--- config.mk ---
export PLATFORM = sky130hd
export DESIGN_NAME = fib_job_scheduler_flat
export DESIGN_NICKNAME = d
export VERILOG_FILES = /design/src/rtl/fib_job_scheduler_if.sv /design/src/rtl/fib_job_scheduler.sv /design/src/flat_wrapper.sv
export SDC_FILE = /design/constraint.sdc
export NUM_CORES = 1
export LEC_CHECK = 0
export BUFFER_PORTS_ARGS = -buffer_cell sky130_fd_sc_hd__buf_2
export CAP_MARGIN = 30
export CELL_PAD_IN_SITES_DETAIL_PLACEMENT = 1
export CELL_PAD_IN_SITES_GLOBAL_PLACEMENT = 1
export CORE_ASPECT_RATIO = 2
export CORE_MARGIN = 2
export CORE_UTILIZATION = 25
export DETAILED_ROUTE_END_ITERATION = 10
export PLACE_DENSITY_LB_ADDON = 0.1
export SLEW_MARGIN = 5
export SYNTH_ARGS = -nofsm -noshare
export SYNTH_HDL_FRONTEND = slang
export SYNTH_SLANG_ARGS = --single-unit
--- constraint.sdc ---
create_clock -name i_clk -period 1.9 [get_ports i_clk]
set_input_delay 0.285 -clock i_clk [delete_from_list [all_inputs] [get_ports i_clk]]
set_output_delay 0.285 -clock i_clk [all_outputs]
set_load 0.05 [all_outputs]
--- src/rtl/fib_job_scheduler_if.sv ---
// fib_job_scheduler_if: host request/result handshakes plus sequencer/datapath control for fib_job_scheduler
interface fib_job_scheduler_if #(
  parameter int N_W    = 8,
  parameter int DATA_W = 16
);
  logic              req_valid;
  logic              req_ready;
  logic [N_W-1:0]    req_n;
  logic              res_valid;
  logic              res_ready;
  logic [DATA_W-1:0] res_data;
  logic              res_timeout;
  logic              load_en;
  logic [N_W-1:0]    load_data;
  logic              seq_rst;
  logic              seq_start;
  logic              seq_done;
  logic [DATA_W-1:0] result_in;
  logic              busy;
  modport slave (
    input  req_valid, req_n, res_ready, seq_done, result_in,
    output req_ready, res_valid, res_data, res_timeout, load_en, load_data, seq_rst, seq_start, busy
  );
  modport master (
    output req_valid, req_n, res_ready, seq_done, result_in,
    input  req_ready, res_valid, res_data, res_timeout, load_en, load_data, seq_rst, seq_start, busy
  );
endinterface

--- src/rtl/fib_job_scheduler.sv ---
// fib_job_scheduler: queues Fibonacci jobs and runs them one at a time on the sequencer; optional watchdog via FIB_TIMEOUT_EN
module fib_job_scheduler #(
  parameter int N_W         = 8,
  parameter int DATA_W      = 16,
  parameter int FIFO_DEPTH  = 4,
  parameter int TIMEOUT_CYC = 1024
) (
  input logic               i_clk,
  input logic               i_rst,
  fib_job_scheduler_if.slave io
);
  localparam int AW = $clog2(FIFO_DEPTH);
  if (FIFO_DEPTH < 2 || (FIFO_DEPTH & (FIFO_DEPTH - 1)) != 0 || TIMEOUT_CYC < 2) begin : g_param_chk
    $error("fib_job_scheduler: FIFO_DEPTH must be a power of 2 >= 2 and TIMEOUT_CYC >= 2");
  end
  typedef enum logic [2:0] {S_IDLE, S_LOAD, S_KICK, S_WAIT, S_CAPT, S_OUT} state_t;
  state_t            r_state, w_next;
  logic [N_W-1:0]    r_mem [FIFO_DEPTH];
  logic [AW-1:0]     r_wp, r_rp;
  logic [AW:0]       r_count;
  logic [DATA_W-1:0] r_res_data;
  logic              r_res_to;
  logic              w_full, w_push, w_pop, w_expire;
  assign w_full = r_count == (AW+1)'(FIFO_DEPTH);
  assign w_push = io.req_valid && !w_full;
  assign w_pop  = r_state == S_LOAD;
  // queue storage; a full queue refuses the push even if the head pops this cycle
  always_ff @(posedge i_clk)
    if (w_push) r_mem[r_wp] <= io.req_n;
  // queue pointers and occupancy
  always_ff @(posedge i_clk or posedge i_rst)
    if (i_rst) begin
      r_wp    <= '0;
      r_rp    <= '0;
      r_count <= '0;
    end else begin
      if (w_push) r_wp <= r_wp + AW'(1);
      if (w_pop) r_rp <= r_rp + AW'(1);
      r_count <= r_count + (AW+1)'(w_push) - (AW+1)'(w_pop);
    end
`ifdef FIB_TIMEOUT_EN
  localparam int TC_W = $clog2(TIMEOUT_CYC);
  logic [TC_W-1:0] r_tcnt;
  // watchdog: cleared on the kick, counts every cycle spent waiting for DONE
  always_ff @(posedge i_clk or posedge i_rst)
    if (i_rst) r_tcnt <= '0;
    else if (r_state == S_KICK) r_tcnt <= '0;
    else if (r_state == S_WAIT) r_tcnt <= r_tcnt + TC_W'(1);
  assign w_expire = r_state == S_WAIT && !io.seq_done && r_tcnt == TC_W'(TIMEOUT_CYC - 1);
`else
  assign w_expire = 1'b0;
`endif
  // state register; reset drops straight to IDLE so SEQ_RST asserts immediately
  always_ff @(posedge i_clk or posedge i_rst)
    if (i_rst) r_state <= S_IDLE;
    else r_state <= w_next;
  // next-state logic; DONE is only looked at while waiting
  always_comb begin
    w_next = r_state;
    case (r_state)
      S_IDLE:  w_next = r_count != '0 ? S_LOAD : S_IDLE;
      S_LOAD:  w_next = S_KICK;
      S_KICK:  w_next = S_WAIT;
      S_WAIT:  w_next = (io.seq_done || w_expire) ? S_CAPT : S_WAIT;
      S_CAPT:  w_next = S_OUT;
      S_OUT:   w_next = io.res_ready ? S_IDLE : S_OUT;
      default: w_next = S_IDLE;
    endcase
  end
  // result capture on leaving WAIT while RESULT_IN is still valid; a watchdog abort returns zero
  always_ff @(posedge i_clk or posedge i_rst)
    if (i_rst) begin
      r_res_data <= '0;
      r_res_to   <= 1'b0;
    end else if (r_state == S_WAIT && (io.seq_done || w_expire)) begin
      r_res_data <= io.seq_done ? io.result_in : '0;
      r_res_to   <= !io.seq_done;
    end
  assign io.req_ready   = !w_full;
  assign io.busy        = r_state != S_IDLE;
  assign io.seq_rst     = !(r_state == S_KICK || r_state == S_WAIT);
  assign io.seq_start   = r_state == S_KICK;
  assign io.load_en     = r_state == S_LOAD;
  assign io.load_data   = r_state == S_LOAD ? r_mem[r_rp] : '0;
  assign io.res_valid   = r_state == S_OUT;
  assign io.res_data    = r_res_data;
  assign io.res_timeout = r_res_to;
endmodule

--- src/flat_wrapper.sv ---
// flat-port wrapper written by rule: the top's interface ports become plain ports
module fib_job_scheduler_flat 
#(
  parameter int N_W         = 8,
  parameter int DATA_W      = 16,
  parameter int FIFO_DEPTH  = 4,
  parameter int TIMEOUT_CYC = 1024
)
  (i_clk, i_rst, io_req_valid, io_req_n, io_res_ready, io_seq_done, io_result_in, io_req_ready, io_res_valid, io_res_data, io_res_timeout, io_load_en, io_load_data, io_seq_rst, io_seq_start, io_busy);
  fib_job_scheduler_if #(.N_W(N_W), .DATA_W(DATA_W)) io_i ();
  input logic i_clk;
  input logic i_rst;
  input wire logic [$bits(io_i.req_valid)-1:0] io_req_valid;
  input wire logic [$bits(io_i.req_n)-1:0] io_req_n;
  input wire logic [$bits(io_i.res_ready)-1:0] io_res_ready;
  input wire logic [$bits(io_i.seq_done)-1:0] io_seq_done;
  input wire logic [$bits(io_i.result_in)-1:0] io_result_in;
  output wire logic [$bits(io_i.req_ready)-1:0] io_req_ready;
  output wire logic [$bits(io_i.res_valid)-1:0] io_res_valid;
  output wire logic [$bits(io_i.res_data)-1:0] io_res_data;
  output wire logic [$bits(io_i.res_timeout)-1:0] io_res_timeout;
  output wire logic [$bits(io_i.load_en)-1:0] io_load_en;
  output wire logic [$bits(io_i.load_data)-1:0] io_load_data;
  output wire logic [$bits(io_i.seq_rst)-1:0] io_seq_rst;
  output wire logic [$bits(io_i.seq_start)-1:0] io_seq_start;
  output wire logic [$bits(io_i.busy)-1:0] io_busy;
  assign io_i.req_valid = io_req_valid;
  assign io_i.req_n = io_req_n;
  assign io_i.res_ready = io_res_ready;
  assign io_i.seq_done = io_seq_done;
  assign io_i.result_in = io_result_in;
  assign io_req_ready = io_i.req_ready;
  assign io_res_valid = io_i.res_valid;
  assign io_res_data = io_i.res_data;
  assign io_res_timeout = io_i.res_timeout;
  assign io_load_en = io_i.load_en;
  assign io_load_data = io_i.load_data;
  assign io_seq_rst = io_i.seq_rst;
  assign io_seq_start = io_i.seq_start;
  assign io_busy = io_i.busy;
  fib_job_scheduler #(.N_W(N_W), .DATA_W(DATA_W), .FIFO_DEPTH(FIFO_DEPTH), .TIMEOUT_CYC(TIMEOUT_CYC)) u_core (.i_clk(i_clk), .i_rst(i_rst), .io(io_i));
endmodule
==> reports/metrics.yaml, run 1 <==
io_pins: 60
clkLatencyLatePin_ps: 320
die_h_um: 144
first_global_vias: 1696
drt_iter0_markers: 62
required_ps: 1620
design_power_total_mw: 6.98
combPwrFrac_pct: 46.6
post-route-min-period_ps: 1930
synthArstFlopShare_pct: 45.8
rsz0062_at_grt: "yes"
syn-num-nets: 177
tightest_slew_ps: 407
post_drt_wl_per_cell_um: 14.8
start_util_pct: 25.4
synth.mux.area_fraction_pct: 16.3
portBuffers: 59
clock.fmax_mhz: 519
antenna_found_initial: 0
cts_hold_buf: 0
viasPerCell: 4.08
relSlewSlack_pct: 72.8
worstSetupPathDepth: 4
worst_slack_ps: -27.9
powerDensity_nw_per_um2: 2040
ys_ff_latch: 59
wirelength_mm: 5.25
crit_arrival_ps: 1640
dr.pass1.iters: 2
fin_crit_sh_pct: 101
cp_max_fo: 5
drc: 0
chipWidth_um: 74.2
cts_buffers: 9
grt_pass1_wl_mm: 8.36
ir_drop_v: 0.00112
status: "finished with violations"
cts_sinks: 59
place.gp.congestion: 0.623
critPathKind: "reg2out"
seq_power_share_pct: 29.6
synth_simple_gate_area_share_pct: 7.15
ant_nets: 0
drive_above_1_share_pct: 57.2
hold_violations: 0
tritoncts: "done"
synth_area_um2: 2470
critPathBufInv: 2
dr_total_vias: 1444
grt_use_total_pct: 11.0
violations: "negative setup slack"
clockPowerShare_pct: 23.8
path_cells: "buf_6 > mux4_2 > and2_4 > buf_8"
synth_compound_area_share_pct: 1.52
grt_max_degree: 28
swShare_pct: 39.1
synth_area_leaders: "edfxtp_1 (39%), dfrtp_1 (27%), mux4_2 (7.3%), mux2_4 (4.9%), mux2_2 (4.1%)"
synth_ff_type: "edfxtp_1"
timing.critical_path.max_delay_family: "multiplexers"
fin_nets: 253
p_leak_nw: 1.48
yosysTopAreaCellShare_pct: 38.9
root_buffer: "clkbuf_16"
max-cap-violations: 0
yosys.area_share.adder_pct: 3.85
antennaDiodeCount: 0
synth_xor_area_share_pct: 1.77
die_area_um2: 10700
synth_top_family_by_area: "multiplexers"
dp_hpwl_mm: 3.99
cts.clk_slew.worst_paths_ps: 50
row_count: 51
yosysWarnings: 0
reg2reg_depth: 7
slowest_delay_ps: 500
min_path_type: "in2async"
skew_ps: 3.77
syn-instance-count: 141
finalInstanceArea_um2: 3430
cts.htree.levels: 3
area_delta_synth_final_pct: 39.0
dp_slack_ps: 143
power.switching_mw: 2.73
critical_path.endpoint_type: "primary output"
synth_edf_count: 32
p_int_mw: 4.25
grt_overflow: 0
synth_area_leader_cell: "edfxtp_1"
cp_slowest_cell: "mux4_2"
cts_max_path_buffers: 2
maxSlewViolCount: 0
postLayoutCoreUtil_pct: 35.4
avgSynthCellArea_um2: 17.5
cp-start-kind: "register"
ys_seq_area_share_pct: 66.3
dp_cells: 337
setup_violations: 6
core_area_um2: 9700
stdcell_count: 354
placed_area_um2: 3010
synth.distinct_cells: 29
## per-stage QoR
stage          TNS, ps  hold slack, ps
3_3_place_gp         0             360
5_1_grt           -557            43.1
2_1_floorplan     -105             338
4_1_cts           -339            23.0
3_5_place_dp         0             374
6_report         -96.2            19.6
## cell usage after synthesis, types with 2 or more instances
cell type / count
nand2b_1: 2
xnor2_1: 4
mux2_2: 9
buf_6: 3
mux4_2: 8
edfxtp_1: 32
dfrtp_1: 27
nand2_1: 4
and2_1: 13
ha_1: 6
mux2_4: 8
inv_1: 7
nor2_1: 2
## area by class of cell
type / instances / area, um2
clock inverters: 7 / 82.6
repair buffers: 71 / 473
clock buffers: 9 / 225
well taps: 132 / 165
multi-input cells: 69 / 821
flip-flops and latches: 59 / 1640
inverters: 7 / 26.3
fillers: 1050 / 6270
## power by group through the flow
stage          Combinational [mW]  Sequential (mW)  Clock, mW
2_1_floorplan                1.80             2.62          0
3_3_place_gp                 2.96             2.05          0
3_5_place_dp                 3.07             2.09          0
4_1_cts                      3.33             2.08       1.71
5_1_grt                      3.48             2.13       1.76
6_report                     3.26             2.07       1.66
## repair_timing
action                     CTS  global route
hold endpoints to repair     0             0
setup buffers                1             0
pin swaps                    8             0
gates resized for setup     35             0
setup endpoints to repair    8             8
## sequential cells by signal, summed over array words and instances, names as in the netlist
signal                 cells
u_core.r_count             3
u_core.r_state             3
u_core.io.res_timeout      1
u_core.r_wp                2
u_core.io.res_data        16
u_core.r_mem              32
u_core.r_rp                2
## placed cells by master, fill, tap and decap left out, types with 2 or more instances in the layout
cell,count
buf_4,10
buf_6,2
clkbuf_16,9
mux4_2,8
edfxtp_1,32
mux2_4,8
nand2_1,4
inv_1,6
and2_1,5
dfrtp_1,26
mux2_2,9
clkinv_1,2
bufinv_16,2
buf_8,8
nand2b_1,2
buf_2,51
ha_4,2
clkinv_2,3
and2_4,8
nor2_1,2
ha_1,4
xnor2_1,3
## final timing paths
kind                                  startpoint                      to  slack (ps)
setup / recovery                  u_core.r_rp[0]         io_load_data[5]         -30
hold / removal                             i_rst  u_core.io.res_data[14]          20
setup reg to reg               u_core.r_state[2]       u_core.r_count[2]         150
hold reg to reg            u_core.io.res_timeout   u_core.io.res_timeout         490
max in group asynchronous                  i_rst          u_core.r_rp[1]        1600
min in group i_clk                   io_req_n[7]      u_core.r_mem[2][7]         180
## logic make-up (layout without fill, tap and decap cells)
group	after synthesis	in the layout
compound gates	5	5
xor+xnor	5	5
fa+ha+maj	7	7
buf+inv	13	94
flops	59	59
mux	25	25
simple gates	27	27
## worst reg2reg max path, cell delays in order, from the launching register on
cell	delay, ps
dfrtp_1	400
nor3b_4	250
ha_4	150
inv_2	40
ha_4	150
fa_2	370
xnor2_2	150
xnor2_1	130
## per-layer routing
metal	vias to the layer above	share of wire, %	track usage, %
met3	8	4.9	3.34
met1	728	33	9.76
li1	658	-	-
met2	50	60	20.9
met5	-	0	0
met4	0	2.2	6.20
Power figures use the tool's default switching activity.
==> run 2, diff against run 1 <==
CTS_BUF_LIST = sky130_fd_sc_hd__clkbuf_4 sky130_fd_sc_hd__clkbuf_8   (was unset)
==> run 2 against run 1 <==
  * The run still ends with negative setup slack left
  * Clock power decreased by 28%
  * Sequential power hardly changed
  * Cell area fell by 2.7%
  * Count of clock-buffer cells in the layout is the same
  * Total power down 6.6%
  * Combinational power about the same
  * Clock skew is 2.4 ps higher
  * Fmax decreased by 0.75%
  * Die area is the same
  * Largest cell class unchanged
  * Largest power group unchanged
==> reports/metrics.yaml, run 2 (synthesized netlist as in run 1, its figures left out) <==
status: "finished with violations"
violations: "negative setup slack"
cts_sinks: 59
clock.fmax_mhz: 515
tightest_slew_ps: 408
hold_depth: 1
r2r-start: "u_core.r_state[2]"
io_pins: 60
skew_ps: 6.15
portBuffers: 59
p_leak_nw: 1.44
ir_drop_v: 0.00112
grt_overflow: 0
ant_nets: 0
min_from: "io_req_n[7]"
post_drt_wl_per_cell_um: 15.0
setup_violations: 8
place.gp.congestion: 0.623
antennaDiodeCount: 0
rsz0062_at_grt: "yes"
largest_reg_flops: 32
drive_above_1_share_pct: 57.0
regMostFlops: "u_core.r_mem"
dr_total_vias: 1453
final_common_cell: "buf_2"
chipWidth_um: 74.2
grt_pass1_wl_mm: 8.40
viasPerCell: 4.09
cp-start-kind: "register"
fin_nets: 254
min_path_type: "in2reg"
required_ps: 1620
max-cap-violations: 0
die_area_um2: 10700
grt_max_degree: 28
reg2reg_depth: 7
cts_buffers: 9
fin_crit_sh_pct: 102
clkLatencyLatePin_ps: 340
tritoncts: "done"
finalInstanceArea_um2: 3340
maxSlewViolCount: 0
post-route-min-period_ps: 1940
drt_iter0_markers: 56
start_util_pct: 25.4
placed_area_um2: 3010
die_h_um: 144
worstReg2RegEnd: "u_core.r_count[2]"
dr.pass1.iters: 3
row_count: 51
antenna_found_initial: 0
root_buffer: "clkbuf_8"
critical_path.endpoint_type: "primary output"
whs_endpoint: "u_core.r_mem[2][7]"
cp_max_fo: 5
hold_violations: 0
cts_max_path_buffers: 2
first_global_vias: 1685
wirelength_mm: 5.32
critPathKind: "reg2out"
area_delta_synth_final_pct: 35.3
grt_use_total_pct: 11.1
worst_slack_ps: -42.5
core_area_um2: 9700
worst-r2r-setup-slack_ps: 150
cts.clk_slew.worst_paths_ps: 70
dp_hpwl_mm: 3.99
powerDensity_nw_per_um2: 1950
layout_common_cells: "buf_2 (51), edfxtp_1 (32), dfrtp_1 (26)"
drc: 0
relSlewSlack_pct: 72.6
whs_ps: 167
cts.htree.levels: 3
crit_arrival_ps: 1660
[run 2: changes by cell type in the layout (fill, tap and decap cells not counted)]
| cell | previous run | this run |
|---|---|---|
| clkbuf_16 | 9 | 0 |
| clkbuf_8 | 0 | 9 |
| dlygate4sd3_1 | 0 | 1 |
[run 2: per-stage QoR]
| step | instances | utilization (%) | power (mW) | setup WS, ps | TNS, ps |
|---|---|---|---|---|---|
| after global routing | 355 | 34.4 | 6.91 | -115 | -796 |
| after detailed placement | 337 | 31.0 | 5.16 | 143 | 0 |
| after CTS | 355 | 34.4 | 6.67 | -79.3 | -576 |
| after global placement | 337 | 31.0 | 5.02 | 177 | 0 |
| after floorplan | 141 | - | 4.42 | -85.9 | -105 |
| final | 355 | 34.4 | 6.53 | -42.5 | -236 |
[run 2: critical path: stages, from the launching register on]
cell,delay (ps)
dfrtp_1,380
buf_6,150
mux4_2,500
and2_4,160
buf_8,140
[run 2: worst max-delay path by stage]
stage                      start           endpoint  slack (ps)  depth (start not counted)
5_1_grt           u_core.r_rp[0]    io_load_data[2]        -110                          4
6_report          u_core.r_rp[0]    io_load_data[5]         -40                          4
2_1_floorplan  u_core.r_state[0]  u_core.r_count[2]         -90                          9
3_5_place_dp   u_core.r_state[2]  u_core.r_count[2]         140                          7
3_3_place_gp   u_core.r_state[2]  u_core.r_count[2]         180                          7
4_1_cts           u_core.r_rp[0]    io_load_data[5]         -80                          4
[run 2: where the power goes]
part | internal (mW) | switching, mW
logic | 1.32 | 1.94
clock network | 0.722 | 0.479
registers | 1.81 | 0.262
total | 3.84 | 2.68
[run 2: area by class of cell]
cell class | instances | area, um2
Fill cell | 1062 | 6360
Sequential cell | 59 | 1640
Multi-Input combinational cell | 69 | 821
Timing Repair Buffer | 72 | 483
Tap cell | 132 | 165
Clock buffer | 9 | 124
Clock inverter | 7 | 82.6
Inverter | 7 | 26.3
[run 2: what timing repair did]
| item | 4_1_cts | 5_1_grt |
|---|---|---|
| resized for setup | 35 | 0 |
| setup buffers | 1 | 0 |
| hold buffers | 1 | 0 |
| hold endpoints to repair | 12 | 0 |
| endpoints found under the setup margin | 8 | 8 |
| pin swaps | 8 | 0 |
[run 2: metal layers]
metal	GRT usage [%]	share of wire [%]
met4	5.92	2.3
met3	3.48	5.0
met1	9.57	33
met2	21.5	60
met5	0	0
